$ cat config.mk
export PLATFORM = sky130hd
export DESIGN_NAME = full_adder
export DESIGN_NICKNAME = d
export VERILOG_FILES = /design/src/rtl/full_adder.sv
export SDC_FILE = /design/constraint.sdc
export NUM_CORES = 1
export LEC_CHECK = 0
export ABC_CLOCK_PERIOD_IN_PS = 800
export CORE_AREA = 10 10 47 49
export DETAILED_ROUTE_END_ITERATION = 10
export DIE_AREA = 0 0 57 59
export PLACE_DENSITY_LB_ADDON = 0.2
export SLEW_MARGIN = 20
export SYNTH_ARGS = -nofsm -noshare
export SYNTH_HDL_FRONTEND = slang
export SYNTH_SLANG_ARGS = --single-unit
export TNS_END_PERCENT = 100
$ cat constraint.sdc
create_clock -name clk -period 0.8 [get_ports clk]
set_input_delay 0.12 -clock clk [delete_from_list [all_inputs] [get_ports clk]]
set_output_delay 0.12 -clock clk [all_outputs]
set_load 0.1 [all_outputs]
$ cat src/rtl/full_adder.sv
// Registered ripple-carry adder: a + b + cin -> {cout, s}, with signed overflow.
// One-cycle latency. Every output comes straight from a flop, so no
// combinational path runs from any input to any output.
module full_adder #(
   parameter int WIDTH = 1
) (
   input  logic             clk,
   input  logic             rst_n,
   input  logic             in_valid,
   input  logic [WIDTH-1:0] a,
   input  logic [WIDTH-1:0] b,
   input  logic             cin,
   output logic [WIDTH-1:0] s,
   output logic             cout,
   output logic             ovf,
   output logic             out_valid
);

   // carry[i] is the carry into bit i; carry[WIDTH] is the carry out of the MSB
   logic [WIDTH:0]   carry;
   logic [WIDTH-1:0] sum_comb;
   logic             ovf_comb;

   logic [WIDTH-1:0] s_d, s_q;
   logic             cout_d, cout_q;
   logic             ovf_d, ovf_q;
   logic             out_valid_d, out_valid_q;

   assign carry[0] = cin;

   // One classic 1-bit full-adder cell per bit, chained through carry
   generate
      for (genvar gi = 0; gi < WIDTH; gi++) begin : g_bit_cell
         assign sum_comb[gi]  = a[gi] ^ b[gi] ^ carry[gi];
         assign carry[gi+1]   = (a[gi] & b[gi]) | (a[gi] & carry[gi]) | (b[gi] & carry[gi]);
      end
   endgenerate

   // Signed overflow: the carry into the MSB disagrees with the carry out.
   // At WIDTH=1 the carry into the MSB is cin itself.
   assign ovf_comb = carry[WIDTH-1] ^ carry[WIDTH];

   // Next state: load a fresh result on a valid strobe, otherwise hold.
   // With in_valid low the mux never selects the adder, so X/Z operands are ignored.
   always_comb begin
      s_d         = s_q;
      cout_d      = cout_q;
      ovf_d       = ovf_q;
      out_valid_d = 1'b0;
      if (in_valid) begin
         s_d         = sum_comb;
         cout_d      = carry[WIDTH];
         ovf_d       = ovf_comb;
         out_valid_d = 1'b1;
      end
   end

   // Result registers. Reset clears them immediately and drops any in-flight input.
   always_ff @(posedge clk or negedge rst_n) begin
      if (!rst_n) begin
         s_q         <= '0;
         cout_q      <= 1'b0;
         ovf_q       <= 1'b0;
         out_valid_q <= 1'b0;
      end else begin
         s_q         <= s_d;
         cout_q      <= cout_d;
         ovf_q       <= ovf_d;
         out_valid_q <= out_valid_d;
      end
   end

   assign s         = s_q;
   assign cout      = cout_q;
   assign ovf       = ovf_q;
   assign out_valid = out_valid_q;

endmodule

# Word level (Yosys, flattened, before mapping)
# Cells that the tools add are included.
# classes
n_mux	1
n_bitwise	8
# ops
operator	n
1-bit AND	3
1-bit bitwise XOR	3
1-bit bitwise OR	2
1-bit two-way mux	1
# totals
regBits	4
inputBits	6
output_inout_bits	4
word_cells	13

# Depth between registers and ports, before layout
# Gate-level depths: netlist (run 1).
# logic_depth
ltp_word	4
depth_mapped	3
depth_no_buf	3

# Worst setup path before layout (run 1)
# Ideal clock, no wire load.
# synth_timing
kind	register -> register
from	reg cout (netlist name)
to	reg cout_q (netlist: cout)
setup_time_ns	0.125
arrival_time_ns	1.130
t_required_ns	0.675
setup_slack_ns	-0.456
path_stages_with_launch	2
n_path_buf	0
synth_period_minus_slack_ns	1.256
cell_sequence	dfrtp_1 mux2_2
# synth_rtl
item	line	source
end signal: assignment	67	cout_q <= cout_d;
end: declaration	25	logic cout_d, cout_q;

# Worst setup path after layout (run 1)
# layout_timing
from	reg s_q (netlist: s)
to	out s
# layout_rtl
item	line	source
start: declaration	24	logic [WIDTH-1:0] s_d, s_q;
start signal: assignment	61	s_q <= '0;
start signal: assignment	66	s_q <= s_d;
end: declaration	13	output logic [WIDTH-1:0] s,
# No word-level cell between the ends.

==> metrics.md, run 1 <==
| Metric | Value |
|---|---|
| Initial DRC Count | `4` |
| IO Count | `10` |
| Final setup viols | `6` |
| CP Max Fanout | `2` |
| Final Max Tran Viols | `0` |
| # diodes | `0` |
| Filler cells | `164` |
| Share of layout cells above drive strength 1 | `83.3%` |
| Num Clock Sinks | `4` |
| Final WL | `438 µm` |
| Top post-synthesis cells by area | `dfrtp_1 63%, mux2_2 14%, fa_1 13%` |
| Vias | `132` |
| Worst path top cell family by delay | `flip-flops` |
| Die height | `59 µm` |
| Final Hold Vio Count | `0` |
| TritonCTS clock tree | `built` |
| Total power | `0.000902 W` |
| Worst Setup End Kind | `primary output` |
| Crit start category | `register` |
| DR DRC count | `0` |
| Hold Slack | `0.0845 ns` |
| Total CTS buffers | `3` |
| RePlAce Congestion | `0.590` |
| Max VDD drop | `0.00112 V` |
| Crit path buf inv count | `1` |
| Pleak | `0.150 nW` |
| Fin nets | `33` |
| Antenna Nets Post-Route | `0` |
| CTS clock-pin slew for the worst setup and hold paths | `0.04 ns` |
| Slack of the critical path | `-0.203 ns` |
| Die extent in x | `57 µm` |
| H-Tree Level Count | `1` |
| GR Util All Layers | `3.11%` |
| Die area | `0.00336 mm²` |
| Slowest cell on crit path | `dfrtp_4` |
| Root Buffer | `clkbuf_4` |
| Power Density | `2550 mW/mm²` |
| Seq/Total Area, Yosys | `62.5%` |
| Drt pass-1 iters | `2` |
| Synth Register Bits | `4` |
| Post-route setup TNS | `-0.838 ns` |
| Share of the synthesized area in the top cell type | `62.5%` |
| Synthesized area | `160 µm²` |
| Reg-to-Reg Start | `cout` |
| Final min period | `1.00 ns` |
| Vias in the first global route | `149` |
| HPWL after DPL | `352 µm` |
| Distinct cells, synth | `6` |
| Skew final | `0 ns` |
| Area Growth Syn to Fin | `121%` |
| Slew HR | `88.3%` |
| Required time worst endpoint | `0.68 ns` |
| IO Port Bufs | `9` |
| Violations in the final reports | `negative setup slack` |
| Syn Nets | `17` |
| Worst-Margin Slew | `0.174 ns` |
| Initial Utilization | `11.4%` |
| Status | `finished with violations` |
| First-pass GRT wire length | `710 µm` |
| WL per Instance | `11.0 µm` |
| CP Data Arrival Time | `0.88 ns` |
| Ys flop type | `dfrtp_1` |
| Vias per cell | `3.30` |
| Commonest cells in the netlist | `4 x dfrtp_1, 2 x mux2_2` |
| Clk buf depth | `2` |
| Skew-Pair Late Insertion Delay | `0.23 ns` |
| Syn Inst Count | `10` |
| Rows | `14` |
| Max-cap violations | `0` |
| Syn. warnings | `0` |
| Async S/R FF share, synth | `100%` |
| Area leader, netlist | `dfrtp_1` |
| Core area | `0.00140 mm²` |
| Setup CP Type | `reg2out` |
| Max Clock Freq | `0.997 GHz` |
| CP Launch Point | `s` |
| Worst Hold Class | `in2async` |
| Initial antenna violation count | `0` |
| RSZ-0062 raised after global routing | `true` |
| CP max stage delay | `0.48 ns` |
| Largest net degree at the start of global routing | `5` |
| Fin crit share | `125%` |
| Cells along the critical path | `buf_12` |
| Overflow after GRT | `0` |
| Number of synthesized flops with an enable pin | `0` |
| Syn_area_per_cell | `16.0 µm²` |
| Most frequent cell after synthesis | `dfrtp_1` |
-- registers in the layout (all words and copies together) (netlist names) --
signal	cells
s	1
out_valid	1
cout	1
ovf	1
-- logic make-up (layout without fill, tap and decap cells) --
group           count (synthesis)  count (layout)  synth area share [%]
simple gates                    1               1                  2.34
buf+inv                         0              14                     0
compound gates                  1               1                  3.12
mux                             2               2                  14.1
xor+xnor                        1               1                  5.47
flops                           4               4                  62.5
fa+ha+maj                       1               1                  12.5
-- routing by layer --
layer,part of all wire [%],GRT usage [%]
met1,46,3.21
met5,0,0
met3,16,4.29
met2,38,2.95
met4,0,2.01
-- layout by cell type, fill, tap and decap left out --
cell / instances
dfrtp_2: 1
fa_2: 1
buf_2: 3
xnor2_2: 1
buf_12: 4
clkdlybuf4s50_1: 1
dlygate4sd2_1: 1
dfrtp_4: 3
a21oi_1: 1
clkbuf_4: 3
nor2_1: 1
mux2_2: 2
buf_4: 2
-- report_power, final --
| group | internal (W) | switching, W | leakage [nW] |
|---|---|---|---|
| Combinational | 0.000148 | 0.000238 | 0.0938 |
| Sequential | 0.000246 | 0.0000263 | 0.0427 |
| Clock | 0.000167 | 0.0000769 | 0.0138 |
-- final timing paths --
| kind | endpoint | slack, ns | cells past startpoint |
|---|---|---|---|
| max | s | -0.20 | 1 |
| min | s | 0.08 | 1 |
| max reg2reg | cout | -0.06 | 1 |
| min reg2reg | s | 0.59 | 1 |
| max in group asynchronous | cout | 0.53 | 1 |
| min in group clk | ovf | 0.30 | 4 |
-- what timing repair did --
item,in CTS,in global routing
hold buffers,0,0
pin swaps,2,0
endpoints found under the setup margin,7,6
gates resized for setup,15,0
cloned,0,0
setup buffers,0,0
-- metrics by stage --
stage | cell area [µm²] | instances | util [%] | worst slack [ns]
floorplan | 173 | 10 | - | -0.221
CTS | 354 | 40 | 25.3 | -0.214
global route | 354 | 40 | 25.3 | -0.235
global placement | 338 | 37 | 24.1 | -0.620
detailed placement | 338 | 37 | 24.1 | -0.620
finish | 354 | 40 | 25.3 | -0.203
-- area by class of cell --
class / count / area (µm²) / share of cell area [%]
sequential: 4 / 113 / 31.8
multi-input combinational: 6 / 70.1 / 19.8
clock buffer: 3 / 22.5 / 6.36
tap: 16 / 20.0 / 5.65
timing repair buffer: 11 / 129 / 36.4
(Power assumes the default switching activity.)
==> run 2: changes to the inputs <==
--- a/config.mk
+++ b/config.mk
@@ -6,6 +6,7 @@
 export NUM_CORES = 1
 export LEC_CHECK = 0
 export ABC_CLOCK_PERIOD_IN_PS = 800
+export CAP_MARGIN = 15
 export CORE_AREA = 10 10 47 49
 export DETAILED_ROUTE_END_ITERATION = 10
 export DIE_AREA = 0 0 57 59
==> results of run 2 <==
The final DEF is identical to that of run 1; final timing and power are the same.
